$ cat config.mk
export PLATFORM = sky130hd
export DESIGN_NAME = imem_load_controller
export DESIGN_NICKNAME = d
export VERILOG_FILES = /design/src/rtl/imem_ctrl_pkg.sv /design/src/rtl/imem_xor_checksum.sv /design/src/rtl/imem_load_controller.sv
export SDC_FILE = /design/constraint.sdc
export NUM_CORES = 1
export LEC_CHECK = 0
export CAP_MARGIN = 20
export CORE_MARGIN = 2
export CORE_UTILIZATION = 37
export DETAILED_ROUTE_END_ITERATION = 6
export PLACE_DENSITY_LB_ADDON = 0.12
export RECOVER_POWER = 25
export SYNTH_ARGS = -nofsm -noshare
export SYNTH_HDL_FRONTEND = slang
export SYNTH_SLANG_ARGS = --single-unit
$ cat constraint.sdc
create_clock -name i_clk -period 1.9 [get_ports i_clk]
set_input_delay 0.38 -clock i_clk [delete_from_list [all_inputs] [get_ports i_clk]]
set_output_delay 0.38 -clock i_clk [all_outputs]
set_load 0.05 [all_outputs]
$ cat src/rtl/imem_ctrl_pkg.sv
// Shared constants for the instruction-memory load controller.
// State encodings are plain localparams so older tools can consume them.
package imem_ctrl_pkg;
  localparam int IMEM_DEPTH  = 16;
  localparam int IMEM_ADDR_W = 4;
  localparam int IMEM_DATA_W = 32;

  localparam logic [2:0] ST_IDLE   = 3'd0;
  localparam logic [2:0] ST_WRITE  = 3'd1;
  localparam logic [2:0] ST_DRAIN  = 3'd2;
  localparam logic [2:0] ST_VERIFY = 3'd3;
  localparam logic [2:0] ST_DONE   = 3'd4;
  localparam logic [2:0] ST_ERROR  = 3'd5;
endpackage

$ cat src/rtl/imem_xor_checksum.sv
// Running XOR accumulator with synchronous clear; used for the write-side
// and readback-side checksums of a program load.
module imem_xor_checksum #(
  parameter int W = 32
) (
  input  logic         i_clk,
  input  logic         i_rst_n,
  input  logic         i_clear,
  input  logic         i_en,
  input  logic [W-1:0] i_data,
  output logic [W-1:0] o_sum
);
  logic [W-1:0] r_sum;

  always_ff @(posedge i_clk or negedge i_rst_n) begin
    if (!i_rst_n)     r_sum <= '0;
    else if (i_clear) r_sum <= '0;
    else if (i_en)    r_sum <= r_sum ^ i_data;
  end

  assign o_sum = r_sum;
endmodule

$ cat src/rtl/imem_load_controller.sv
// Streams a program into the instruction memory while holding the CPU, then
// restarts it. Readback checksum verification is built when IMEM_LOAD_VERIFY_EN is defined.
module imem_load_controller
  import imem_ctrl_pkg::*;
#(
  parameter int DEPTH  = IMEM_DEPTH,
  parameter int ADDR_W = IMEM_ADDR_W,
  parameter int DATA_W = IMEM_DATA_W
) (
  input  logic              i_clk,
  input  logic              i_rst_n,
  input  logic              i_load_start,
  input  logic [ADDR_W:0]   i_load_len,
  input  logic              i_load_abort,
  input  logic              i_load_valid,
  input  logic [DATA_W-1:0] i_load_data,
  output logic              o_load_ready,
  output logic [ADDR_W-1:0] o_mem_select,
  output logic              o_mem_write,
  output logic [DATA_W-1:0] o_mem_wdata,
  input  logic [DATA_W-1:0] i_mem_rdata,
  output logic              o_cpu_hold,
  output logic              o_cpu_restart,
  output logic              o_load_done,
  output logic              o_load_error,
  output logic [ADDR_W:0]   o_words_loaded
);
  localparam int CNT_W = ADDR_W + 1;

  logic [2:0]        r_state;
  logic [CNT_W-1:0]  r_len;
  logic [CNT_W-1:0]  r_idx;
  logic [CNT_W-1:0]  r_words;
  logic [ADDR_W-1:0] r_sel;
  logic              r_write;
  logic [DATA_W-1:0] r_wdata;

  logic [CNT_W-1:0]  w_len_clamp;
  logic              w_start_ok;
  logic              w_accept;
  logic              w_abortable;
  logic              w_last_idx;

  assign w_len_clamp = (i_load_len > CNT_W'(DEPTH)) ? CNT_W'(DEPTH) : i_load_len;
  assign w_start_ok  = i_load_start && (i_load_len != '0) &&
                       ((r_state == ST_IDLE) || (r_state == ST_ERROR));
  // Abort beats a same-cycle handshake, so the word is never written.
  assign w_accept    = (r_state == ST_WRITE) && i_load_valid && !i_load_abort;
  assign w_abortable = (r_state == ST_WRITE) || (r_state == ST_DRAIN) ||
                       (r_state == ST_VERIFY);
  assign w_last_idx  = (r_idx == r_len - CNT_W'(1));

`ifdef IMEM_LOAD_VERIFY_EN
  logic [DATA_W-1:0] w_wr_sum;
  logic [DATA_W-1:0] w_rb_sum;
  logic [DATA_W-1:0] w_rb_next;

  imem_xor_checksum #(.W(DATA_W)) u_wr_sum (
    .i_clk   (i_clk),
    .i_rst_n (i_rst_n),
    .i_clear (w_start_ok),
    .i_en    (w_accept),
    .i_data  (i_load_data),
    .o_sum   (w_wr_sum)
  );

  imem_xor_checksum #(.W(DATA_W)) u_rb_sum (
    .i_clk   (i_clk),
    .i_rst_n (i_rst_n),
    .i_clear (r_state == ST_DRAIN),
    .i_en    (r_state == ST_VERIFY),
    .i_data  (i_mem_rdata),
    .o_sum   (w_rb_sum)
  );

  // Include the word being read this cycle so the compare lands on the last VERIFY cycle.
  assign w_rb_next = w_rb_sum ^ i_mem_rdata;
`else
  logic w_unused_rdata;
  assign w_unused_rdata = ^i_mem_rdata;
`endif

  always_ff @(posedge i_clk or negedge i_rst_n) begin
    if (!i_rst_n) begin
      r_state <= ST_IDLE;
      r_len   <= '0;
      r_idx   <= '0;
      r_words <= '0;
      r_sel   <= '0;
      r_write <= 1'b0;
      r_wdata <= '0;
    end else begin
      r_write <= 1'b0;
      case (r_state)
        ST_IDLE, ST_ERROR: begin
          if (w_start_ok) begin
            r_len   <= w_len_clamp;
            r_idx   <= '0;
            r_words <= '0;
            r_state <= ST_WRITE;
          end
        end
        ST_WRITE: begin
          if (i_load_abort) begin
            r_state <= ST_ERROR;
          end else if (w_accept) begin
            r_sel   <= r_idx[ADDR_W-1:0];
            r_wdata <= i_load_data;
            r_write <= 1'b1;
            r_words <= r_words + CNT_W'(1);
            if (w_last_idx) r_state <= ST_DRAIN;
            else            r_idx   <= r_idx + CNT_W'(1);
          end
        end
        ST_DRAIN: begin
          if (i_load_abort) begin
            r_state <= ST_ERROR;
          end else begin
`ifdef IMEM_LOAD_VERIFY_EN
            r_idx   <= '0;
            r_sel   <= '0;
            r_state <= ST_VERIFY;
`else
            r_state <= ST_DONE;
`endif
          end
        end
`ifdef IMEM_LOAD_VERIFY_EN
        ST_VERIFY: begin
          if (i_load_abort) begin
            r_state <= ST_ERROR;
          end else if (w_last_idx) begin
            r_state <= (w_rb_next == w_wr_sum) ? ST_DONE : ST_ERROR;
          end else begin
            r_idx <= r_idx + CNT_W'(1);
            r_sel <= r_idx[ADDR_W-1:0] + ADDR_W'(1);
          end
        end
`endif
        ST_DONE:  r_state <= ST_IDLE;
        default:  r_state <= ST_IDLE;
      endcase
    end
  end

  assign o_load_ready   = (r_state == ST_WRITE);
  assign o_mem_select   = r_sel;
  assign o_mem_write    = r_write;
  assign o_mem_wdata    = r_wdata;
  assign o_cpu_hold     = (r_state != ST_IDLE);
  assign o_cpu_restart  = (r_state == ST_DONE);
  assign o_load_done    = (r_state == ST_DONE);
  assign o_load_error   = (r_state == ST_ERROR);
  assign o_words_loaded = r_words;
endmodule

==> impl_metrics.tcl, run 1 <==
set metrics [dict create \
    status "finished, violations left" \
    violations "setup timing" \
    cts_buffers 5 \
    io_pins 121 \
    p_leak_uw 0.00203 \
    cp_max_fo 3 \
    clockRootBuffer "clkbuf_8" \
    ys_ff_latch 55 \
    netlist_top_cells_count "nand2_1, dfrtp_1, nor2_1" \
    gr-total-overflow 0 \
    finalCritPeriodShare 1.01 \
    finalHoldViolations 0 \
    synth_area_leader_cell "dfrtp_1" \
    cts_tree "done" \
    power.switching_uw 3210 \
    synth_area_um2 2490 \
    synth_nets 337 \
    fin_tns_setup_ns -0.0223 \
    initial_core_util 0.387 \
    p_total_uw 6690 \
    grt_max_degree 56 \
    worstPathCellList "inv_2, ha_4, xnor2_2, a211oi_2, o311ai_4, a21oi_2, mux2_4" \
    worstSkewPairLatency_ns 0.31 \
    hp-class "primary input to async pin" \
    synth_edf_count 0 \
    ys.flop_type "dfrtp_1" \
    synth_warnings 0 \
    core_area_um2 6420 \
    finalWorstSetupSlack_ns -0.0223 \
    relSlewSlack 0.0848 \
    synth_cell_types 46 \
    area_delta_synth_final_pct 51.3 \
    wl_per_cell_um 12.5 \
    finalSetupViolCount 1 \
    wirelength_um 5540 \
    drc 0 \
    grt.total_usage 0.159 \
    gp_congestion 0.707 \
    drt-vias-per-instance 4.69 \
    clockBufferDepth 2 \
    synthArstFlopShare 1.00 \
    clkPwrFrac 0.117 \
    fmax_mhz 520 \
    cp_data_arrival_time_ns 2.13 \
    clock-sinks 55 \
    p_sw_frac 0.480 \
    p_per_area_nw_per_um2 1780 \
    clock_skew_ns 0.0104 \
    path_delay_family "compound AO/OA/AOI/OAI gates" \
    fin_util 0.586 \
    fin_crit_ns 1.92 \
    worstMarginPinSlew_ns 1.37 \
    power_frac_comb 0.587 \
    drt_iter0_drc 74 \
    fin_nets 442 \
    drv_cap 0 \
    crit_type "flip-flop to flip-flop" \
    synth_area_per_cell_um2 9.56 \
    die_area_um2 7390 \
    path_clk_slew_ns 0.10 \
    placementRows 29 \
    crit_buf_inv 1 \
    cts_htree_levels 2 \
    dr_total_vias 2078 \
    antenna_found_initial 0 \
    first_pass_iters 4 \
    grt_pass1_vias 2107 \
    crit_slowest_cell "dfrtp_1" \
    rsz0062_at_grt "yes" \
    hpwl_um 3880 \
    synth_top_area_frac 0.554 \
    synth_cells 260 \
    die_h_um 86.0 \
    die_w_um 86.0 \
    drv_slew 0 \
    intPower_uw 3480 \
    synth.most_common_cell "nand2_1" \
    drive_gt1_frac 0.199 \
    portBuffers 88 \
    max_stage_delay_ns 0.41 \
    vdd.ir_drop.worst_v 0.000915 \
    grt_pass1_wl_um 9420 \
    synthTopCellsByArea "dfrtp_1, nand2_1, xor2_1" \
    seq_area_frac_synth 0.554 \
    cp_data_required_time_ns 2.11 \
    diodes 0 \
    ant_nets 0 \
    critPathLaunchType "flip-flop" \
    seqPwrFrac 0.296 \
    cp-end-kind "flip-flop" \
]
[worst paths after layout]
| kind | startpoint | to | slack (ns) | cells after the start |
|---|---|---|---|---|
| hold / removal | i_rst_n | r_len[3] | 0.44 | 2 |
| setup / recovery | r_len[0] | r_idx[1] | -0.02 | 7 |
| min in group i_clk | o_mem_wdata[1] | o_mem_wdata[1] | 0.48 | 2 |
| hold reg to reg | o_mem_wdata[1] | o_mem_wdata[1] | 0.48 | 2 |
| max in group asynchronous | i_rst_n | r_idx[3] | 0.61 | 2 |
| setup reg to reg | r_len[0] | r_idx[1] | -0.02 | 7 |
[flip-flops by register name, indices dropped and copies added (netlist names)]
signal          flops
o_mem_write         1
r_state             3
o_mem_select        4
o_mem_wdata        32
r_len               5
o_words_loaded      5
r_idx               5
[layer usage]
layer  global-route usage  wire (µm)  up-vias  share of wire
met5                    0          0        -              0
met4               0.0433         69        0          0.012
met3               0.0539        378        6          0.068
met2                0.263       2570       58           0.46
met1                0.198       2530      962           0.46
li1                     -          -     1052              -
[cells by family after synthesis]
group,share of synthesized area
xor+xnor,0.0352
simple gates,0.265
fa+ha+maj,0.0151
flops,0.554
buf+inv,0.0463
mux,0.0136
compound gates,0.0715
[through the flow]
stage	cells	cell area, µm²	hold WS, ns	setup WS (ns)
3_5_place_dp	433	3560	0.403	-0.314
2_1_floorplan	260	2500	0.0844	0.0611
5_1_grt	443	3760	0.504	-0.0934
4_1_cts	441	3670	0.0561	0.00668
6_report	443	3760	0.443	-0.0223
3_3_place_gp	433	3560	0.402	-0.278
[cell type report]
class                           instances  area (µm²)
Clock buffer                            6        72.6
Multi-Input combinational cell        186        1040
Sequential cell                        55        1380
Clock inverter                          2        38.8
Inverter                                5        31.3
Tap cell                               77        96.3
Fill cell                             569        2660
Timing Repair Buffer                  112        1100
[cell usage in the layout, fill, tap and decap left out, types with 2 or more instances in the layout]
| cell | n |
|---|---|
| dlymetal6s2s_1 | 20 |
| xnor2_1 | 2 |
| o31ai_1 | 2 |
| nor2_1 | 8 |
| clkbuf_8 | 5 |
| nand2_1 | 112 |
| nand3_1 | 2 |
| ha_1 | 2 |
| and2_1 | 2 |
| buf_4 | 39 |
| nor2b_1 | 2 |
| inv_1 | 2 |
| buf_12 | 4 |
| nor3_1 | 2 |
| nand4_1 | 3 |
| mux2_1 | 2 |
| o21ai_1 | 6 |
| inv_2 | 2 |
| clkdlybuf4s50_1 | 46 |
| nand3b_1 | 6 |
| xor2_1 | 7 |
| dfrtp_1 | 55 |
[power groups by stage]
stage	clock [µW]	combinational, µW	sequential (µW)
4_1_cts	815	3850	1980
5_1_grt	867	4200	2050
6_report	786	3930	1980
3_3_place_gp	0	3820	1990
2_1_floorplan	0	1130	3350
3_5_place_dp	0	3850	2000
[repair_timing]
item	4_1_cts	5_1_grt
endpoints found under the hold margin	0	0
hold buffers	0	0
pin swaps	2	4
setup buffers	0	2
gates resized for setup	0	28
endpoints found under the setup margin	1	23
Note: power is estimated with default switching activity, not from simulation.
==> inputs of run 2 (changes only) <==
- CORE_MARGIN: 2 -> unset
==> impl_metrics.tcl, run 2 (synthesis results as in run 1) <==
set metrics [dict create \
    status "finished, violations left" \
    violations "DRC" \
    ant_nets 0 \
    dp_slack_ns -0.302 \
    hpwl_um 4040 \
    p_per_area_nw_per_um2 1790 \
    path_clk_slew_ns 0.10 \
    clock_skew_ns 0.00613 \
    drive_gt1_frac 0.203 \
    clockBufferDepth 2 \
    p_sw_frac 0.478 \
    io_pins 121 \
    finalCritPeriodShare 0.998 \
    cts_htree_levels 2 \
    antenna_found_initial 0 \
    cts_buffers 5 \
    clockRootBuffer "clkbuf_8" \
    drc 6 \
    grt_pass1_wl_um 9760 \
    drt-vias-per-instance 4.66 \
    layout_commonest_cell "nand2_1" \
    core_area_um2 6420 \
    placedCellCount 437 \
    drt_iter0_drc 61 \
    fin_crit_ns 1.90 \
    finalWorstSetupSlack_ns 0.00436 \
    grt_max_degree 27 \
    power.switching_uw 3230 \
    clock-sinks 55 \
    area_delta_synth_final_pct 52.4 \
    drv_slew 0 \
    p_leak_uw 0.00195 \
    diodes 0 \
    gp_congestion 0.730 \
    worstMarginPinSlew_ns 1.37 \
    worstSkewPairLatency_ns 0.31 \
    cp_data_required_time_ns 2.10 \
    initial_core_util 0.387 \
    fin_util 0.590 \
    hp-class "primary input to async pin" \
    finalHoldViolations 0 \
    grt.total_usage 0.173 \
    fmax_mhz 528 \
    cp_data_arrival_time_ns 2.09 \
    seqPwrFrac 0.288 \
    die_area_um2 7050 \
    fin_nets 446 \
    fin_tns_setup_ns 0 \
    cp-end-kind "flip-flop" \
    clkPwrFrac 0.116 \
    critPathLaunchType "flip-flop" \
    cts_tree "done" \
    wirelength_um 5550 \
    cp_max_fo 3 \
    fin_cells 447 \
    portBuffers 88 \
    rsz0062_at_grt "yes" \
    relSlewSlack 0.0894 \
    crit_type "flip-flop to flip-flop" \
    die_h_um 84.0 \
    wl_per_cell_um 12.4 \
    p_total_uw 6770 \
    intPower_uw 3530 \
    finalSetupViolCount 0 \
    placementRows 29 \
    grt_pass1_vias 2111 \
    final_cell_mix "nand2_1, clkdlybuf4s50_1, dfrtp_1" \
    vdd.ir_drop.worst_v 0.00105 \
    gr-total-overflow 0 \
    largest_reg_flops 32 \
    drv_cap 0 \
    die_w_um 84.0 \
    first_pass_iters 6 \
    dr_total_vias 2084 \
    power_frac_comb 0.596 \
]
[run 2: changes by cell type in the layout (fill, tap and decap cells not counted), sizes merged]
cell | before | now
clkdlybuf4s50 | 46 | 56
dlymetal6s2s | 20 | 12
buf | 45 | 46
clkbuf | 7 | 8
[run 2: timing repair]
item,in CTS,in global routing
setup endpoints to repair,3,17
setup buffers,3,0
resized for setup,7,15
hold buffers,0,0
pin swaps,3,1
[run 2: power by group through the flow]
| stage | sequential (µW) | combinational (µW) | clock [µW] |
|---|---|---|---|
| after detailed placement | 1970 | 3930 | 0 |
| after global routing | 2020 | 4290 | 859 |
| final | 1950 | 4030 | 784 |
| after CTS | 1960 | 4080 | 818 |
| after floorplan | 3350 | 1130 | 0 |
| after global placement | 1960 | 3900 | 0 |
[run 2: layer usage]
layer | global-route usage | vias to the layer above | wire (µm)
met5 | 0 | - | 0
met4 | 0.0376 | 0 | 49
met3 | 0.0445 | 5 | 284
met2 | 0.286 | 51 | 2690
met1 | 0.228 | 971 | 2530
li1 | - | 1057 | -
[run 2: layout make-up]
cell class	instances	area [µm²]
fill	587	2630
sequential	55	1380
timing repair buffer	116	1110
multi-input combinational	186	1060
tap	77	96.3
clock buffer	6	72.6
clock inverter	2	38.8
inverter	5	31.3
[run 2: per-stage QoR]
| step | hold slack [ns] | instance area, µm² |
|---|---|---|
| after floorplan | 0.0844 | 2500 |
| after global placement | 0.443 | 3600 |
| after detailed placement | 0.437 | 3600 |
| after CTS | 0.0870 | 3760 |
| after global routing | 0.475 | 3790 |
| final | 0.360 | 3790 |
[run 2: worst max-delay path: stages (launching register included)]
cell,delay [ns]
dfrtp_1,0.40
inv_2,0.08
ha_4,0.21
xnor2_2,0.13
a211oi_2,0.27
o311ai_4,0.19
a21oi_2,0.21
mux2_4,0.31
[run 2: final timing paths]
path	end	cells past startpoint	from	slack, ns
worst min register to register	o_mem_wdata[22]	2	o_mem_wdata[22]	0.48
worst min-delay path	o_mem_wdata[1]	1	i_rst_n	0.36
max in group asynchronous	r_state[2]	2	i_rst_n	0.32
min in group i_clk	o_mem_wdata[22]	2	o_mem_wdata[22]	0.48
worst max-delay path	r_idx[1]	7	r_len[0]	0.004
worst max register to register	r_idx[1]	7	r_len[0]	0.004
